File: src/rtl/hammer_pkg.sv
// Shared constants for the hammer-cell vector sequencer: state codes, MISR polynomial,
// operand packing of the 30-bit stimulus words, and the LFSR helpers.
package hammer_pkg;
  localparam int Y_W    = 31;
  localparam int STIM_W = 30;

  localparam logic [31:0] MISR_POLY = 32'h04C11DB7;

  localparam logic [2:0] ST_IDLE    = 3'd0;
  localparam logic [2:0] ST_DRIVE   = 3'd1;
  localparam logic [2:0] ST_WAIT    = 3'd2;
  localparam logic [2:0] ST_CAPTURE = 3'd3;
  localparam logic [2:0] ST_DONE    = 3'd4;

  // Operands 0..5 packed MSB first: {op0[3:0],op1[4:0],op2[5:0],op3[3:0],op4[4:0],op5[5:0]}
  localparam int NUM_OPS = 6;
  localparam int OP_W   [NUM_OPS] = '{4, 5, 6, 4, 5, 6};
  localparam int OP_OFF [NUM_OPS] = '{26, 21, 15, 11, 6, 0};

  function automatic logic [63:0] seed_fix(input logic [63:0] s);
    return (s == 64'h0) ? 64'h1 : s;
  endfunction

  function automatic logic [63:0] lfsr_step(input logic [63:0] l);
    return {l[62:0], l[63] ^ l[62] ^ l[60] ^ l[59]};
  endfunction
endpackage

File: src/rtl/hammer_misr.sv
// 32-bit multiple-input signature register folding a 31-bit response word per enable.
module hammer_misr
  import hammer_pkg::*;
(
  input  logic           clk,
  input  logic           rst_n,
  input  logic           preset,
  input  logic [31:0]    preset_val,
  input  logic           en,
  input  logic [Y_W-1:0] data,
  output logic [31:0]    sig
);
  always_ff @(posedge clk or negedge rst_n) begin
    if (!rst_n)      sig <= 32'h0;
    else if (preset) sig <= preset_val;
    else if (en)     sig <= {sig[30:0], 1'b0} ^ (sig[31] ? MISR_POLY : 32'h0) ^ {1'b0, data};
  end
endmodule

File: src/rtl/hammer_vec_sequencer.sv
// Applies LFSR stimulus to a combinational hammer cell, waits SETTLE cycles per vector,
// and compresses the responses into a MISR signature reported with a done pulse.
module hammer_vec_sequencer
  import hammer_pkg::*;
#(
  parameter int          NUM_VEC   = 256,
  parameter int          SETTLE    = 1,
  parameter logic [63:0] SEED      = 64'h1,
  parameter logic [31:0] MISR_INIT = 32'hFFFFFFFF
) (
  input  logic              clk,
  input  logic              rst_n,
  input  logic              start,
  input  logic              abort,
  output logic [STIM_W-1:0] stim_a,
  output logic [STIM_W-1:0] stim_b,
  output logic              stim_en,
  input  logic [Y_W-1:0]    y_in,
  output logic              busy,
  output logic              done,
  output logic [31:0]       signature,
  output logic [15:0]       vec_count
);
  localparam logic [63:0] SEED_EFF = seed_fix(SEED);
  localparam logic [3:0]  SETTLE_C = 4'(SETTLE);
  localparam logic [15:0] LAST_VEC = 16'(NUM_VEC - 1);

  logic [2:0]        state;
  logic [63:0]       lfsr;
  logic [3:0]        cnt;
  logic [STIM_W-1:0] a_nxt, b_nxt;
  logic              kill;

  // Unpack operands individually so the packing table is the single source of layout truth.
  for (genvar i = 0; i < NUM_OPS; i++) begin : g_op
    assign a_nxt[OP_OFF[i] +: OP_W[i]] = lfsr[OP_OFF[i] +: OP_W[i]];
    assign b_nxt[OP_OFF[i] +: OP_W[i]] = lfsr[STIM_W + OP_OFF[i] +: OP_W[i]];
  end

  assign kill    = abort && (state != ST_IDLE);
  assign busy    = (state != ST_IDLE);
  assign done    = (state == ST_DONE);
  assign stim_en = (state == ST_DRIVE) || (state == ST_WAIT) || (state == ST_CAPTURE);

  always_ff @(posedge clk or negedge rst_n) begin
    if (!rst_n) begin
      state     <= ST_IDLE;
      lfsr      <= SEED_EFF;
      cnt       <= 4'd0;
      vec_count <= 16'd0;
      stim_a    <= '0;
      stim_b    <= '0;
    end else if (kill) begin
      state <= ST_IDLE;
    end else begin
      case (state)
        ST_IDLE: if (start) begin
          lfsr      <= SEED_EFF;
          vec_count <= 16'd0;
          state     <= ST_DRIVE;
        end
        ST_DRIVE: begin
          stim_a <= a_nxt;
          stim_b <= b_nxt;
          cnt    <= SETTLE_C;
          state  <= (SETTLE_C == 4'd0) ? ST_CAPTURE : ST_WAIT;
        end
        ST_WAIT: begin
          if (cnt <= 4'd1) state <= ST_CAPTURE;
          else             cnt   <= cnt - 4'd1;
        end
        ST_CAPTURE: begin
          lfsr      <= lfsr_step(lfsr);
          vec_count <= vec_count + 16'd1;
          state     <= (vec_count == LAST_VEC) ? ST_DONE : ST_DRIVE;
        end
        ST_DONE: state <= ST_IDLE;
        default: state <= ST_IDLE;
      endcase
    end
  end

  // An abort in CAPTURE also suppresses the fold, leaving the partial signature untouched.
  hammer_misr u_misr (
    .clk       (clk),
    .rst_n     (rst_n),
    .preset    ((state == ST_IDLE) && start),
    .preset_val(MISR_INIT),
    .en        ((state == ST_CAPTURE) && !kill),
    .data      (y_in),
    .sig       (signature)
  );
endmodule

File: config.mk
export PLATFORM = sky130hd
export DESIGN_NAME = hammer_vec_sequencer
export DESIGN_NICKNAME = d
export VERILOG_FILES = /design/src/rtl/hammer_pkg.sv /design/src/rtl/hammer_misr.sv /design/src/rtl/hammer_vec_sequencer.sv
export SDC_FILE = /design/constraint.sdc
export NUM_CORES = 1
export LEC_CHECK = 0
export ABC_AREA = 1
export ABC_CLOCK_PERIOD_IN_PS = 2100
export CAP_MARGIN = 20
export CORE_ASPECT_RATIO = 0.8
export CORE_MARGIN = 4
export CORE_UTILIZATION = 54
export CTS_BUF_LIST = sky130_fd_sc_hd__clkbuf_8
export DETAILED_ROUTE_END_ITERATION = 6
export PLACE_DENSITY = 0.8
export SLEW_MARGIN = 20
export SYNTH_ARGS = -nofsm -noshare
export SYNTH_HDL_FRONTEND = slang
export SYNTH_SLANG_ARGS = --single-unit
export TNS_END_PERCENT = 10
File: constraint.sdc
create_clock -name clk -period 2.1 [get_ports clk]
set_clock_uncertainty 0.15 [all_clocks]
set_input_delay 0.315 -clock clk [delete_from_list [all_inputs] [get_ports clk]]
set_output_delay 0.315 -clock clk [all_outputs]
set_load 0.005 [all_outputs]
Yosys cells after proc, flatten, opt, wreduce, memory -nomap -nowiden:

Index checks and enable logic that the tools add are counted.

* $add $sub $neg: 2
* $lt $le $gt $ge: 1
* equality and inequality tests: 9
* mux-type cells: 14
* bitwise operators: 6
* reductions and logical operators: 15

Operators with widths (count)
* case mux 64 bit (2 select lines): 1
* two-way mux 32 bit: 2
* two-way mux 64 bit: 1
* case mux 16 bit (2 select lines): 1
* XOR 32 x 31 -> 32 bit: 1
* XOR 32 bit: 1
* two-way mux 27 bit: 1
* adder 16 x 1 -> 16 bit (second input constant): 1
* equality test 16 x 8 -> 1 bit (second input constant): 1
* two-way mux 16 bit: 1
* two-way mux 3 bit: 4
* case mux 3 bit (4 select lines): 1
* case mux 4 bit (2 select lines): 1
* equality test 3 x 2 -> 1 bit (second input constant): 2
* AND reduction 3 bit: 2
* nonzero test 2 bit: 3
* less-or-equal comparator 4 x 1 -> 1 bit (second input constant): 1
* two-way mux 4 bit: 1
* != test 2 bit (second input constant): 2
* AND reduction 2 bit: 2
* subtractor 4 x 1 -> 4 bit (second input constant): 1
* equality test 3 x 1 -> 1 bit (second input constant): 1
* equality test 3 bit (second input constant): 1
* logical AND 1 bit: 3
* 8 further kinds: 11

* bits in registers: 179
* input bits: 35
* word-level logic and storage cells: 54

Depth between registers and ports, before layout:

* depth in word-level cells: 6
* mapped depth: 11

Cells and area by module:

From an unflattened synthesis, not the netlist that was laid out.

* cell total of the unflattened synthesis: 841
* area total of the unflattened synthesis: 8023.9 sq um

Modules (own cells, without submodules)
* hammer_vec_sequencer: times used 1, cells each 602, area each 6109.6 sq um, seq. area each 3679.8 sq um
* hammer_misr: times used 1, cells each 239, area each 1914.3 sq um, seq. area each 800.8 sq um

Least setup slack after synthesis:

Ideal clock, no wire load.

* kind: flip-flop to flip-flop
* start: register state[2]
* end: register stim_a[29]
* library setup time: 130 ps
* arrival: 1271 ps
* required time: 1820 ps
* path slack: 549 ps
* cell stages (with the launch flop): 11
* period minus slack after synthesis: 1551 ps
* cells stage by stage: dfrtp_1 > nor2_4 > nand2_2 > nand2_1 > nand2_2 > inv_2 > nand2_2 > buf_6 > buf_6 > nand2_1 > o21ai_0

* cells in the longest elaborated chain, start to end: 4
* elaborated cells between the ends (all ways): 5
* those cells by class: eq/ne (1); bitwise (1); reduce/logical (3)

Ends and longest elaborated chain
* from (decl): line hammer_vec_sequencer.sv:28 `logic [2:0] state;`
* from (signal assigned): line hammer_vec_sequencer.sv:66 `state <= (SETTLE_C == 4'd0) ? ST_CAPTURE : ST_WAIT;`
* from (signal assigned): line hammer_vec_sequencer.sv:75 `state <= (vec_count == LAST_VEC) ? ST_DONE : ST_DRIVE;`
* nonzero test 3 bit: line hammer_vec_sequencer.sv:40 `assign kill = abort && (state != ST_IDLE);`
* logical AND 1 bit: line hammer_vec_sequencer.sv:40
* inverter 1 bit (no line)
* AND reduction 2 bit (no line) *
* to (signal assigned): line hammer_vec_sequencer.sv:63 `stim_a <= a_nxt;`
* to (decl): line hammer_vec_sequencer.sv:15 `output logic [STIM_W-1:0] stim_a,`

Mark *: on every way between the ends. The rest lies on a longest branch, timed or not.
A chain may end at the register's enable or synchronous reset.

Final worst setup path:

* start: register u_misr.sig[31]
* end: output port signature[31]

RTL lines
* from (decl): line hammer_misr.sv:11 `output logic [31:0] sig`
* from (signal assigned): line hammer_misr.sv:15 `else if (preset) sig <= preset_val;`
* from (signal assigned): line hammer_misr.sv:16 `else if (en) sig <= {sig[30:0], 1'b0} ^ (sig[31] ? MISR_POLY : 32'h0) ^ {1'b0, data};`
* to (decl): line hammer_vec_sequencer.sv:21 `output logic [31:0] signature,`

No word-level cell between the ends.

==> reports/qor.yml <==
crit_type: "flip-flop to output pin"
hold_violations: 0
root_buffer: "clkbuf_8"
yosysWarnings: 0
synth_area_sq_um: 7590
tns_ns: 0
cts.clk_slew.worst_paths_ns: 0.09
firstDrtPassIters: 5
core_area_sq_um: 13600
period_share_pct: 94.7
placed_cells: 1083
stdcell_count: 1118
num_rows: 38
grt_pass1_wl_um: 27500
status: "finished, final reports clean"
switching_share_pct: 34.5
routed_wl_um: 16800
cts_tree: "yes"
start_util_pct: 55.6
power_leakage_nw: 4.22
peakVddDrop_v: 0.000625
grt_start_max_net_pins: 48
internal_power_mw: 6.62
drc_errors: 0
p_per_area_nw_per_um2: 1040
finalSetupViolCount: 0
dieArea_sq_um: 16000
grtUsageTotal_pct: 21.2
slew_headroom_pct: 68.7
grt_antenna_before_repair: 0
cp-start-kind: "flip-flop"
drt_iter0_markers: 394
top_level_ports: 146
critPathMaxStageDelay_ns: 0.57
final_layout_size_suffix_gt1_share_pct: 11.7
via_per_inst: 5.19
hpwl_um: 11600
nNetsFinal: 966
crit_fanout: 6
crit_chain: "clkdlybuf4s50_1"
period_needed_ns: 1.99
area_growth_pct: 28.2
power.switching_mw: 3.48
required_ns: 1.63
arrival_ns: 1.52
grt_setup_unrepaired: "false"
cts.sinks: 179
synth_fp_nets: 814
synth_cell_type_count: 31
grt_pass1_vias: 5636
min_path_type: "primary input to async pin"
syn_area_per_cell_sq_um: 9.78
crit_buf_inv: 1
crit_path_top_delay_cell: "clkdlybuf4s50_1"
cts_buffers: 17
htreeDepth: 4
pwr-share-seq_pct: 42.1
dieWidth_um: 141
hold_slack_ns: 0.226
gp_congestion: 0.862
chipHeight_um: 114
critPathCaptureType: "output pin"
antenna_left: 0
clkPwrFrac_pct: 22.9
cap_violations: 0
max_clock_freq_mhz: 503
clock_latency_ns: 0.45
antennaDiodeCount: 0
syn_inst: 776
crit_family: "buffers and inverters"
portBuffers: 145
ys_ff_latch: 179
worst_pin_slew_ns: 0.470
cts_buffer_depth: 2
pwr-share-comb_pct: 35.0
slew_viol_final: 0
via_count: 5798
grt_overflow: 0
wire_per_inst_um: 15.0
yosysSeqAreaShare_pct: 59.1
==> area by class of cell <==
class                           count  area (sq um)
Sequential cell                   179          4480
Inverter                           97           364
Multi-Input combinational cell    462          2490
Fill cell                        1049          3920
Timing Repair Buffer              171          1780
Clock inverter                      9           109
Clock buffer                       20           275
Tap cell                          180           225
==> cells in the final DEF, fill, tap and decap left out, types with 8 or more instances in the layout <==
master             n
clkbuf_8          20
buf_12            10
o21ai_2           40
o21ai_0           45
nand3_1           15
inv_1             94
xor2_1             8
xnor2_1           29
clkdlybuf4s50_1  141
nor2_1            72
a21oi_1           30
buf_4             15
o22ai_1           63
nand2_1          133
dfrtp_1          176
==> power groups by stage <==
stage	sequential (mW)	clock, mW	combinational (mW)
2_1_floorplan	4.27	0	2.19
3_3_place_gp	4.31	0	3.45
3_5_place_dp	4.31	0	3.53
4_1_cts	4.25	2.36	3.55
5_1_grt	4.33	2.49	3.90
6_report	4.25	2.31	3.54
==> metrics by stage <==
step	power (mW)	area [sq um]	worst slack [ns]	util [%]
finish	10.1	9720	0.111	71.2
detailed placement	7.84	9290	0.161	68.1
floorplan	6.46	7590	0.549	-
global route	10.7	9720	0.0358	71.2
CTS	10.2	9690	-0.0179	71.0
global placement	7.76	9290	0.225	68.1
==> cell usage after synthesis (all sizes together) <==
cell | n | area share (%)
a21oi | 30 | 2.0
nand3 | 15 | 0.99
o22ai | 63 | 5.2
nor3 | 4 | 0.26
a31oi | 1 | 0.083
nor2 | 74 | 3.8
dfstp | 1 | 0.35
or2 | 1 | 0.083
inv | 97 | 4.8
o21bai | 2 | 0.20
xor2 | 8 | 0.92
a22oi | 1 | 0.099
buf | 27 | 2.8
o21ai | 87 | 7.7
clkbuf | 11 | 0.54
nor3b | 1 | 0.099
dfrtp | 178 | 59
ha | 3 | 0.49
xnor2 | 29 | 3.3
nand4 | 3 | 0.25
nand2 | 139 | 7.1
o211ai | 1 | 0.099
==> sequential cells by signal (all words and copies together) (netlist names) <==
name and flops:
lfsr 64, u_misr.sig 32, stim_a 30, stim_b 30
vec_count 16, cnt 4, state 3
==> timing repair <==
item	4_1_cts	5_1_grt
hold endpoints to repair	41	0
endpoints found under the setup margin	3	1
setup buffers	1	4
pin swaps	0	1
gates cloned	0	0
resized for setup	4	2
hold buffers	1	0
==> path summary, 6_finish.rpt <==
path                                 from        endpoint  slack [ns]  depth (start not counted)
setup / recovery           u_misr.sig[31]   signature[31]        0.11                          1
hold / removal                      rst_n       stim_b[4]        0.23                          2
setup reg to reg                 state[2]  u_misr.sig[12]        0.24                          7
hold reg to reg                stim_b[10]      stim_b[10]        0.34                          2
max in group asynchronous           rst_n       stim_a[4]        0.94                          3
min in group clk               stim_b[10]      stim_b[10]        0.34                          2
==> logic make-up after synthesis <==
kind of cell / after synthesis / synth area share, %
AND/OR/NAND/NOR: 237 / 12.6
flip-flops: 179 / 59.1
XOR/XNOR: 37 / 4.27
AO/OA/AOI/OAI: 185 / 15.4
adder cells (fa/ha/maj): 3 / 0.495
buffers and inverters: 135 / 8.18
==> per-layer routing <==
layer  GRT usage [%]  share of wire, %  vias up
met5               0                 0        -
met4            6.84               1.4        0
met3            4.40               4.7       22
met2            32.9                48      163
met1            30.3                46     2795
li1                -                 -     2818
Note: power is estimated with default switching activity, not from simulation.
